File: src/rtl/cordic_output_scaler_if.sv
// Beat-level handshake bundle for the CORDIC output scaler.
// Input side carries k/rot_inp, output side the scaled sample.
interface cordic_output_scaler_if #(
  parameter int DATA_W  = 16,
  parameter int OUT_W   = 16,
  parameter int SHIFT_W = 4
);
  logic               inp_valid;
  logic               inp_ready;
  logic [SHIFT_W-1:0] k;
  logic [DATA_W-1:0]  rot_inp;
  logic [OUT_W-1:0]   out_data;
  logic               out_valid;
  logic               out_ready;
  logic               out_sat;

  modport master (
    output inp_valid,
    output k,
    output rot_inp,
    output out_ready,
    input  inp_ready,
    input  out_data,
    input  out_valid,
    input  out_sat
  );

  modport slave (
    input  inp_valid,
    input  k,
    input  rot_inp,
    input  out_ready,
    output inp_ready,
    output out_data,
    output out_valid,
    output out_sat
  );
endinterface

File: src/rtl/cordic_output_scaler.sv
// Denormalising back end of the CORDIC sqrt path: signed shift by k,
// saturate to OUT_W, two-stage pipe with backpressure and a clip counter.
module cordic_output_scaler #(
  parameter int DATA_W  = 16,
  parameter int OUT_W   = 16,
  parameter int SHIFT_W = 4,
  parameter int CNT_W   = 8
) (
  input  logic             clk,
  input  logic             reset_n,
  cordic_output_scaler_if.slave io,
  input  logic             sat_clr,
  output logic [CNT_W-1:0] sat_cnt
);

  localparam int W1 = DATA_W + 2**(SHIFT_W-1);
  localparam int HW = W1 - OUT_W + 1;

  logic                    v1_q;
  logic signed [W1-1:0]    s1_q;
  logic signed [W1-1:0]    s1_d;
  logic                    v2_q;
  logic [OUT_W-1:0]        out_q;
  logic [OUT_W-1:0]        out_d;
  logic                    sat_q;
  logic [CNT_W-1:0]        cnt_q;
  logic [CNT_W-1:0]        cnt_d;

  logic                    adv;
  logic signed [W1-1:0]    ext;
  logic signed [W1-1:0]    rnd;
  logic [SHIFT_W-1:0]      n;
  logic [HW-1:0]           hi;
  logic                    ovf;
  logic                    fire;

  assign adv          = io.out_ready | ~v2_q;
  assign io.inp_ready = adv;
  assign io.out_data  = out_q;
  assign io.out_valid = v2_q;
  assign io.out_sat   = sat_q;
  assign sat_cnt      = cnt_q;

  // Stage 1: W1 holds the widest left shift and the rounding add.
  always_comb begin
    ext  = W1'($signed(io.rot_inp));
    n    = SHIFT_W'(0) - io.k;
    rnd  = '0;
    s1_d = '0;
    if (!io.k[SHIFT_W-1]) begin
      s1_d = ext <<< io.k[SHIFT_W-2:0];
    end else begin
      rnd  = W1'(1) <<< (n - SHIFT_W'(1));
      s1_d = (ext + rnd) >>> n;
    end
  end

  // Stage 2: in range only if the bits above the sign all match it.
  always_comb begin
    hi    = s1_q[W1-1:OUT_W-1];
    ovf   = ~(&hi) & (|hi);
    out_d = s1_q[OUT_W-1:0];
    if (ovf) begin
      out_d = s1_q[W1-1] ? {1'b1, {(OUT_W-1){1'b0}}}
                         : {1'b0, {(OUT_W-1){1'b1}}};
    end
  end

  always_comb begin
    fire  = v2_q & io.out_ready & sat_q;
    cnt_d = cnt_q;
    if (sat_clr) begin
      cnt_d = '0;
    end else if (fire && cnt_q != {CNT_W{1'b1}}) begin
      cnt_d = cnt_q + CNT_W'(1);
    end
  end

  always_ff @(posedge clk) begin
    if (!reset_n) begin
      v1_q  <= 1'b0;
      s1_q  <= '0;
      v2_q  <= 1'b0;
      out_q <= '0;
      sat_q <= 1'b0;
      cnt_q <= '0;
    end else begin
      if (adv) begin
        v1_q  <= io.inp_valid;
        s1_q  <= io.inp_valid ? s1_d : '0;
        v2_q  <= v1_q;
        out_q <= v1_q ? out_d : '0;
        sat_q <= v1_q & ovf;
      end
      cnt_q <= cnt_d;
    end
  end

endmodule
File: src/flat_wrapper.sv
// flat-port wrapper written by rule: the top's interface ports become plain ports
module cordic_output_scaler_flat 
#(
  parameter int DATA_W  = 16,
  parameter int OUT_W   = 16,
  parameter int SHIFT_W = 4,
  parameter int CNT_W   = 8
)
  (clk, reset_n, sat_clr, sat_cnt, io_inp_valid, io_k, io_rot_inp, io_out_ready, io_inp_ready, io_out_data, io_out_valid, io_out_sat);
  cordic_output_scaler_if #(.DATA_W(DATA_W), .OUT_W(OUT_W), .SHIFT_W(SHIFT_W)) io_i ();
  input  logic clk;
  input  logic reset_n;
  input  logic sat_clr;
  output logic [CNT_W-1:0] sat_cnt;
  input wire logic [$bits(io_i.inp_valid)-1:0] io_inp_valid;
  input wire logic [$bits(io_i.k)-1:0] io_k;
  input wire logic [$bits(io_i.rot_inp)-1:0] io_rot_inp;
  input wire logic [$bits(io_i.out_ready)-1:0] io_out_ready;
  output wire logic [$bits(io_i.inp_ready)-1:0] io_inp_ready;
  output wire logic [$bits(io_i.out_data)-1:0] io_out_data;
  output wire logic [$bits(io_i.out_valid)-1:0] io_out_valid;
  output wire logic [$bits(io_i.out_sat)-1:0] io_out_sat;
  assign io_i.inp_valid = io_inp_valid;
  assign io_i.k = io_k;
  assign io_i.rot_inp = io_rot_inp;
  assign io_i.out_ready = io_out_ready;
  assign io_inp_ready = io_i.inp_ready;
  assign io_out_data = io_i.out_data;
  assign io_out_valid = io_i.out_valid;
  assign io_out_sat = io_i.out_sat;
  cordic_output_scaler #(.DATA_W(DATA_W), .OUT_W(OUT_W), .SHIFT_W(SHIFT_W), .CNT_W(CNT_W)) u_core (.clk(clk), .reset_n(reset_n), .io(io_i), .sat_clr(sat_clr), .sat_cnt(sat_cnt));
endmodule
File: config.mk
export PLATFORM = sky130hd
export DESIGN_NAME = cordic_output_scaler_flat
export DESIGN_NICKNAME = d
export VERILOG_FILES = /design/src/rtl/cordic_output_scaler_if.sv /design/src/rtl/cordic_output_scaler.sv /design/src/flat_wrapper.sv
export SDC_FILE = /design/constraint.sdc
export NUM_CORES = 1
export LEC_CHECK = 0
export CORE_UTILIZATION = 65
export CTS_BUF_LIST = sky130_fd_sc_hd__clkbuf_4
export CTS_CLUSTER_SIZE = 25
export DETAILED_ROUTE_END_ITERATION = 6
export PLACE_DENSITY = 0.89
export SKIP_CTS_REPAIR_TIMING = 1
export SLEW_MARGIN = 15
export SYNTH_ARGS = -nofsm -noshare
export SYNTH_HDL_FRONTEND = slang
export SYNTH_SLANG_ARGS = --single-unit
File: constraint.sdc
create_clock -name clk -period 7.8 [get_ports clk]
set_clock_uncertainty 0.05 [all_clocks]
set_input_delay 0.78 -clock clk [delete_from_list [all_inputs] [get_ports clk]]
set_output_delay 0.78 -clock clk [all_outputs]
set_load 0.05 [all_outputs]
-- Word level (Yosys, flattened, before mapping)
Index checks and enable logic that the tools add are counted.
- add/subtract/negate cells: 4
- equality and inequality tests: 1
- shift-type cells: 3
- mux-type cells: 5
- bitwise gates (word level): 8
- reductions and logical operators: 4
- operators by type and width (cell ; count):
    two-way mux 16 bit ; 3
    two-way mux 24 bit ; 2
    adder 16 x 24 -> 24 bit ; 1
    <<< shifter 16 x 3 -> 24 bit ; 1
    <<< shifter 2 x 4 -> 24 bit (first input constant) ; 1
    >>> shifter 24 x 4 -> 24 bit ; 1
    AND reduction 9 bit ; 1
    OR reduction 9 bit ; 1
    adder 8 x 1 -> 8 bit (second input constant) ; 1
    inequality test 8 bit (second input constant) ; 1
    AND 1 bit ; 4
    subtractor 1 x 4 -> 4 bit (first input constant) ; 1
    subtractor 4 x 1 -> 4 bit (second input constant) ; 1
    inverter 1 bit ; 3
    OR reduction 2 bit ; 1
    logical AND 1 bit ; 1
    OR 1 bit ; 1
- bits in registers: 51
- word-level logic and storage cells: 31

-- Depth between registers and ports, before layout
Gate-level depths: netlist of run 1.
- word-level depth: 7
- depth in mapped cells: 20
- depth with buffers taken out: 16

-- Worst setup path after synthesis of run 1
Ideal clock, no wire load.
- path kind: in2reg
- from: in io_k[0]
- to: reg u_core.s1_q[8]
- library setup time: 0.079 ns
- arrival: 5.284 ns
- required time: 7.671 ns
- setup slack: 2.387 ns
- cell stages on the path: 20
- buffers on the path: 4
- cell sequence: clkbuf_1 > inv_1 > clkbuf_1 > ha_1 > xnor2_1 > clkbuf_1 > nor3_1 > xnor2_1 > and3_1 > ha_1 > fa_1 > a21o_1 > a221o_1 > a22o_1 > o41ai_2 > buf_4 > a21oi_1 > a2bb2oi_1 > o221ai_1 > a22oi_1
- longest elaborated chain between the ends: 7
- ends and longest elaborated chain (element ; RTL line ; source):
    start, declared ; flat_wrapper.sv:16 ; input wire logic [$bits(io_i.k)-1:0] io_k;
    subtractor 1 x 4 -> 4 bit ; cordic_output_scaler.sv:47 ; n = SHIFT_W'(0) - io.k;
    subtractor 4 x 1 -> 4 bit ; cordic_output_scaler.sv:53 ; rnd = W1'(1) <<< (n - SHIFT_W'(1));
    <<< shifter 2 x 4 -> 24 bit ; cordic_output_scaler.sv:53 ;
    adder 16 x 24 -> 24 bit ; cordic_output_scaler.sv:54 ; s1_d = (ext + rnd) >>> n;
    >>> shifter 24 x 4 -> 24 bit ; cordic_output_scaler.sv:54 ;
    two-way mux 24 bit * ; cordic_output_scaler.sv:50 ; if (!io.k[SHIFT_W-1]) begin
    two-way mux 24 bit * ; cordic_output_scaler.sv:90 ; s1_q <= io.inp_valid ? s1_d : '0;
    end signal, assigned ; cordic_output_scaler.sv:90 ;
    end, declared ; cordic_output_scaler.sv:20 ; logic signed [W1-1:0] s1_q;
Mark *: on every way between the ends. The rest lies on a longest branch, timed or not.
A chain may end at the register's enable or synchronous reset.

-- Worst setup path in the final report of run 1
- from: in io_k[1]
- to: reg u_core.s1_q[8]
Same word-level chain as after synthesis.

==> impl_metrics.json, run 1 <==
{
  "status": "finished clean",
  "cp.required_ns": 8.07,
  "finalHoldViolCount": 0,
  "io_pins": 52,
  "pre_cts_ws_ns": 1.36,
  "ir_drop_uv": 86.6,
  "cts_tree": "built",
  "avgRoutedWirePerCell_um": 20.9,
  "drc": 0,
  "initial_core_util_pct": 67.0,
  "synth_area_per_cell_um2": 7.27,
  "worst_pin_slew_ns": 0.897,
  "cp_max_fo": 25,
  "post-route-util_pct": 74.6,
  "synthCells": 712,
  "numCtsBuffers": 5,
  "min_period_ns": 6.19,
  "num_rows": 32,
  "relSlewSlack_pct": 40.2,
  "area.sequential_mm2": 0.00102,
  "grt_use_met2_pct": 64.0,
  "synth_seq_cells": 51,
  "max-clock-path-buffers": 2,
  "layout_setup_ws_ns": 1.61,
  "synthFlopType": "dfxtp_1",
  "multi_input_area_mm2": 0.00386,
  "clock_latency_ns": 0.38,
  "placeableCoreArea_mm2": 0.00773,
  "yosysUniqueCellTypes": 72,
  "seq_area_frac_synth_pct": 19.7,
  "startpoint_type": "input port",
  "clkTransAtPathRegs_ns": 0.15,
  "antenna_found_initial": 0,
  "dieArea_mm2": 0.00832,
  "reg2reg_from": "u_core.io.out_valid",
  "vias": 5919,
  "syn_to_final_growth_pct": 11.3,
  "cp_data_arrival_time_ns": 6.46,
  "synth_edf_count": 0,
  "hold_class": "reg -> reg",
  "post-dp-hpwl_mm": 13.3,
  "min_from": "u_core.s1_q[6]",
  "cts_max_level": 2,
  "tns_ns": 0,
  "yosysTopAreaCell": "dfxtp_1",
  "firstDrtPassIters": 7,
  "leakage_nw": 2.27,
  "netlist.area_leader.share_pct": 19.7,
  "nNetsFinal": 776,
  "grt_pass1_vias": 5379,
  "synth_warnings": 0,
  "crit_path_end_kind": "flop",
  "cts-root-buf": "clkbuf_4",
  "synth_nets": 761,
  "grt_pass1_wl_mm": 27.5,
  "routed_wl_mm": 17.3,
  "setup_viol": 0,
  "syn_area_mm2": 0.00517,
  "synth_area_leaders": "dfxtp_1 20%, nand2_1 6.9%, a21oi_1 6.8%",
  "detail-route-antenna-nets": 0,
  "async_flop_share_pct": 0,
  "viasPerCell": 7.13,
  "grt_use_met1_pct": 57.8,
  "power_density_mw_per_mm2": 138,
  "top_usage_layer": "met2",
  "min_to": "u_core.s1_q[6]",
  "max_cap_viol_count": 0,
  "rr_worst_depth": 7,
  "fill_cells": 596,
  "antenna_cells": 0,
  "die_y_um": 91.2,
  "path_class": "in -> reg",
  "cts.sinks": 51,
  "holdPathStages": 2,
  "drive_gt1_share_pct": 6.04,
  "place_congestion": 1.15,
  "r2r_setup_slack_ns": 5.35,
  "grt_usage_pct": 41.6,
  "grt_max_degree": 54,
  "fmax_mhz": 161,
  "die_w_um": 91.2,
  "rsz0062_at_grt": "false",
  "r2r-end": "u_core.s1_q[4]",
  "drt-initial-drc-count": 822,
  "portBuffers": 51,
  "grt_use_met3_pct": 9.13,
  "fin_crit_sh_pct": 79.4,
  "grt-ovfl-total": 0,
  "drv_slew": 0
}
## through the flow
step | instance area [um2] | power [mW] | hold WS (ns) | std cells
finish | 5760 | 0.793 | 0.419 | 830
global placement | 5680 | 0.618 | 0.395 | 822
floorplan | 5170 | 0.526 | 0.366 | 712
CTS | 5760 | 0.775 | 0.414 | 830
detailed placement | 5680 | 0.623 | 0.395 | 822
global route | 5760 | 0.825 | 0.457 | 830
## cell usage after synthesis (8+ instances only)
library cell / instances
nor3_1: 14
dfxtp_1: 51
a21oi_1: 70
and3_1: 20
o21ai_1: 12
xor2_1: 10
o2111ai_1: 9
nand4_1: 11
clkbuf_1: 46
o211ai_1: 8
xnor2_1: 13
and2_1: 23
a211oi_1: 9
ha_1: 23
nand2_1: 95
o21ai_0: 41
nor2_1: 53
inv_1: 15
mux2i_1: 22
nand3_1: 14
## placed cells by master, fill, tap and decap left out, types with 7 or more instances in the layout
master | netlist | layout
o2111ai_1 | 9 | 9
and3_1 | 20 | 20
clkdlybuf4s50_1 | 0 | 50
o221ai_1 | 7 | 7
dfxtp_1 | 51 | 51
buf_4 | 3 | 14
o211ai_1 | 8 | 8
and2_1 | 23 | 23
a21o_1 | 7 | 7
nand2_1 | 95 | 95
o21ai_1 | 12 | 12
ha_1 | 23 | 23
nand3_1 | 14 | 14
a21oi_1 | 70 | 70
nor3_1 | 14 | 14
o31ai_1 | 7 | 7
nor2_1 | 53 | 53
mux4_2 | 7 | 7
a211oi_1 | 9 | 9
xnor2_1 | 13 | 13
inv_1 | 15 | 15
xor2_1 | 10 | 10
o21ai_0 | 41 | 41
mux2i_1 | 22 | 22
nand4_1 | 11 | 11
## kinds of logic after synthesis
group | share of synthesized area (%)
adder cells (fa/ha/maj) | 5.95
buffers and inverters | 5.63
AND/OR/NAND/NOR | 23.3
XOR/XNOR | 3.89
multiplexers | 8.61
AO/OA/AOI/OAI | 32.9
flip-flops | 19.7
## metal layers
| layer | up-vias | wire (um) |
|---|---|---|
| met1 | 2770 | 7080 |
| met4 | 0 | 676 |
| met2 | 380 | 7580 |
| met5 | - | 0 |
| met3 | 88 | 2000 |
| li1 | 2681 | - |
## critical path: stages
cell             delay, ns
clkdlybuf4s50_1       0.45
buf_4                 0.24
inv_1                 0.25
ha_1                  0.29
xnor2_1               0.13
buf_4                 0.21
nor3_1                0.47
xnor2_1               0.31
and3_1                0.26
ha_1                  0.23
fa_1                  0.41
a21o_1                0.20
a221o_1               0.39
a22o_1                0.27
o41ai_2               0.32
buf_4                 0.25
a21oi_1               0.09
a2bb2oi_1             0.33
o221ai_1              0.28
a22oi_1               0.24
## cell type report
cell class | instances | share of cell area [%]
Multi-Input combinational cell | 588 | 67.0
Sequential cell | 51 | 17.7
Timing Repair Buffer | 65 | 10.6
Tap cell | 102 | 2.21
Inverter | 16 | 1.04
Clock inverter | 3 | 0.738
Clock buffer | 5 | 0.651
## power by group
part	total [mW]	internal, mW	switching, mW
Clock	0.158	0.0678	0.0906
Combinational	0.349	0.124	0.224
Sequential	0.286	0.275	0.0106
Total	0.793	0.468	0.325
## registers in the layout, summed over array words and instances (netlist names)
name,count
u_core.io.out_data,16
u_core.io.out_sat,1
u_core.io.out_valid,1
u_core.s1_q,24
u_core.sat_cnt,8
u_core.v1_q,1
## worst max path at each step
stage,from,to,slack [ns],cells past startpoint
5_1_grt,io_k[1],u_core.s1_q[14],1.35,20
4_1_cts,io_k[1],u_core.s1_q[14],1.73,20
2_1_floorplan,io_k[0],u_core.s1_q[8],2.39,20
6_report,io_k[1],u_core.s1_q[8],1.61,20
3_5_place_dp,io_k[1],u_core.s1_q[14],1.36,20
3_3_place_gp,io_k[1],u_core.s1_q[14],1.51,20
(Power assumes the default switching activity.)
==> inputs of run 2 (changes only) <==
--- a/config.mk
+++ b/config.mk
@@ -5,11 +5,11 @@
 export SDC_FILE = /design/constraint.sdc
 export NUM_CORES = 1
 export LEC_CHECK = 0
-export CORE_UTILIZATION = 65
+export CORE_UTILIZATION = 54
 export CTS_BUF_LIST = sky130_fd_sc_hd__clkbuf_4
 export CTS_CLUSTER_SIZE = 25
 export DETAILED_ROUTE_END_ITERATION = 6
-export PLACE_DENSITY = 0.89
+export PLACE_DENSITY = 0.79
 export SKIP_CTS_REPAIR_TIMING = 1
 export SLEW_MARGIN = 15
 export SYNTH_ARGS = -nofsm -noshare
==> constraint.sdc (replaced) <==
create_clock -name clk -period 5.1 [get_ports clk]
set_clock_uncertainty 0.05 [all_clocks]
set_input_delay 0.51 -clock clk [delete_from_list [all_inputs] [get_ports clk]]
set_output_delay 0.51 -clock clk [all_outputs]
set_load 0.05 [all_outputs]
==> impl_metrics.json, run 2 (synthesized netlist as in run 1, its figures left out) <==
{
  "status": "finished clean",
  "critPathMaxStageDelay_ns": 0.56,
  "antenna_cells": 0,
  "cts_max_level": 2,
  "setup_viol": 0,
  "crit_path_end_kind": "flop",
  "rsz0062_at_grt": "false",
  "power_mw": 1.21,
  "num_rows": 35,
  "place_congestion": 1.03,
  "vias": 5847,
  "io_pins": 52,
  "nNetsFinal": 803,
  "power_density_mw_per_mm2": 202,
  "comb_power_share_pct": 46.5,
  "path_class": "in -> reg",
  "cts_tree": "built",
  "largest_reg_flops": 24,
  "placeableCoreArea_mm2": 0.00924,
  "grt_usage_pct": 37.4,
  "die_w_um": 99.9,
  "cts.sinks": 51,
  "final_cell_count_no_fill": 884,
  "syn_to_final_growth_pct": 15.7,
  "p_seq_share_pct": 36.3,
  "layout_commonest_cell": "nand2_1",
  "swShare_pct": 42.9,
  "rr_worst_depth": 7,
  "numCtsBuffers": 5,
  "relSlewSlack_pct": 35.6,
  "max_cap_viol_count": 0,
  "ir_drop_uv": 112,
  "p_sw_uw": 517,
  "pre_cts_ws_ns": -0.00498,
  "holdWs_ns": 0.427,
  "viasPerCell": 6.61,
  "dieArea_mm2": 0.00998,
  "cp_data_arrival_time_ns": 5.07,
  "leakage_nw": 2.39,
  "post-dp-hpwl_mm": 14.4,
  "worst_pin_slew_ns": 0.966,
  "fmax_mhz": 206,
  "cp_max_fo": 5,
  "clock_latency_ns": 0.40,
  "multi_input_area_mm2": 0.00387,
  "max-clock-path-buffers": 2,
  "p_int_uw": 690,
  "drt-initial-drc-count": 581,
  "min_period_ns": 4.85,
  "clkTransAtPathRegs_ns": 0.16,
  "pwr-share-clk_pct": 17.2,
  "cp_num_buf_inv": 3,
  "cp_cell_sequence": "clkdlybuf4s50_1 > inv_1 > ha_1 > xnor2_1 > nor3_2 > buf_4 > xor2_1 > and3_1 > ha_1 > nand2_1 > a2111o_1 > a21oi_1 > mux2i_1 > and2_1 > o2bb2ai_1 > o41ai_1 > o31ai_1",
  "drc": 0,
  "top_register": "u_core.s1_q",
  "dp_cells": 876,
  "area.sequential_mm2": 0.00102,
  "drv_slew": 0,
  "avgRoutedWirePerCell_um": 20.7,
  "cts-root-buf": "clkbuf_4",
  "grt_pass1_wl_mm": 28.9,
  "holdPathStages": 2,
  "startpoint_type": "input port",
  "firstDrtPassIters": 6,
  "fin_crit_sh_pct": 95.1,
  "grt_pass1_vias": 5326,
  "tns_ns": 0,
  "drive_gt1_share_pct": 9.67,
  "grt-ovfl-total": 0,
  "antenna_found_initial": 0,
  "cp.required_ns": 5.32,
  "crit_slowest_cell": "o41ai_1",
  "fill_cells": 832,
  "detail-route-antenna-nets": 0,
  "portBuffers": 51,
  "finalHoldViolCount": 0,
  "grt_max_degree": 30,
  "layout_setup_ws_ns": 0.248,
  "mostFrequentLayoutCells": "95 x nand2_1, 70 x a21oi_1, 53 x nor2_1",
  "cpMostUsedCell": "ha_1",
  "path_delay_family": "compound AO/OA/AOI/OAI gates",
  "initial_core_util_pct": 56.0,
  "die_y_um": 99.9,
  "cp.depth": 17,
  "routed_wl_mm": 18.3,
  "hold_class": "reg -> reg"
}
## run 2: cell types whose count changed in the layout (fill, tap and decap cells not counted), sizes merged
cell	change
buf	+27
bufinv	-1
clkinv	+1
## run 2: metrics by stage
step	cell area, um2	utilization, %
after floorplan	5180	-
after global placement	5920	64.1
after detailed placement	5920	64.1
after CTS	5990	64.8
after global routing	5990	64.8
final	5990	64.8
## run 2: tightest hold or removal path, stage by stage, from the launching register on
cell	delay [ns]
dfxtp_1	0.36
nand2_1	0.06
nand2_1	0.04
## run 2: final timing paths
kind,from,end,slack [ns]
hold reg to reg,u_core.s1_q[6],u_core.s1_q[6],0.43
hold / removal,u_core.s1_q[6],u_core.s1_q[6],0.43
setup reg to reg,u_core.io.out_valid,u_core.s1_q[4],2.77
setup / recovery,io_k[1],u_core.s1_q[11],0.25
## run 2: per-layer routing
| metal | share of wire (%) | vias to the layer above | track usage [%] |
|---|---|---|---|
| met2 | 43 | 317 | 57.7 |
| met1 | 44 | 2735 | 52.1 |
| met5 | 0 | - | 0 |
| met3 | 9.0 | 50 | 7.03 |
| met4 | 3.6 | 0 | 12.9 |
| li1 | - | 2745 | - |
## run 2: layout make-up
class	count	share of cell area (%)
sequential	51	17.0
timing repair buffer	92	13.6
clock buffer	5	0.627
tap	129	2.69
multi-input combinational	588	64.6
inverter	16	1.00
clock inverter	3	0.480
## run 2: power by group through the flow
stage	clock network (mW)	registers (mW)	logic (mW)
5_1_grt	0.226	0.440	0.599
4_1_cts	0.209	0.437	0.545
3_5_place_dp	0	0.446	0.542
2_1_floorplan	0	0.468	0.337
6_report	0.208	0.438	0.561
3_3_place_gp	0	0.445	0.538
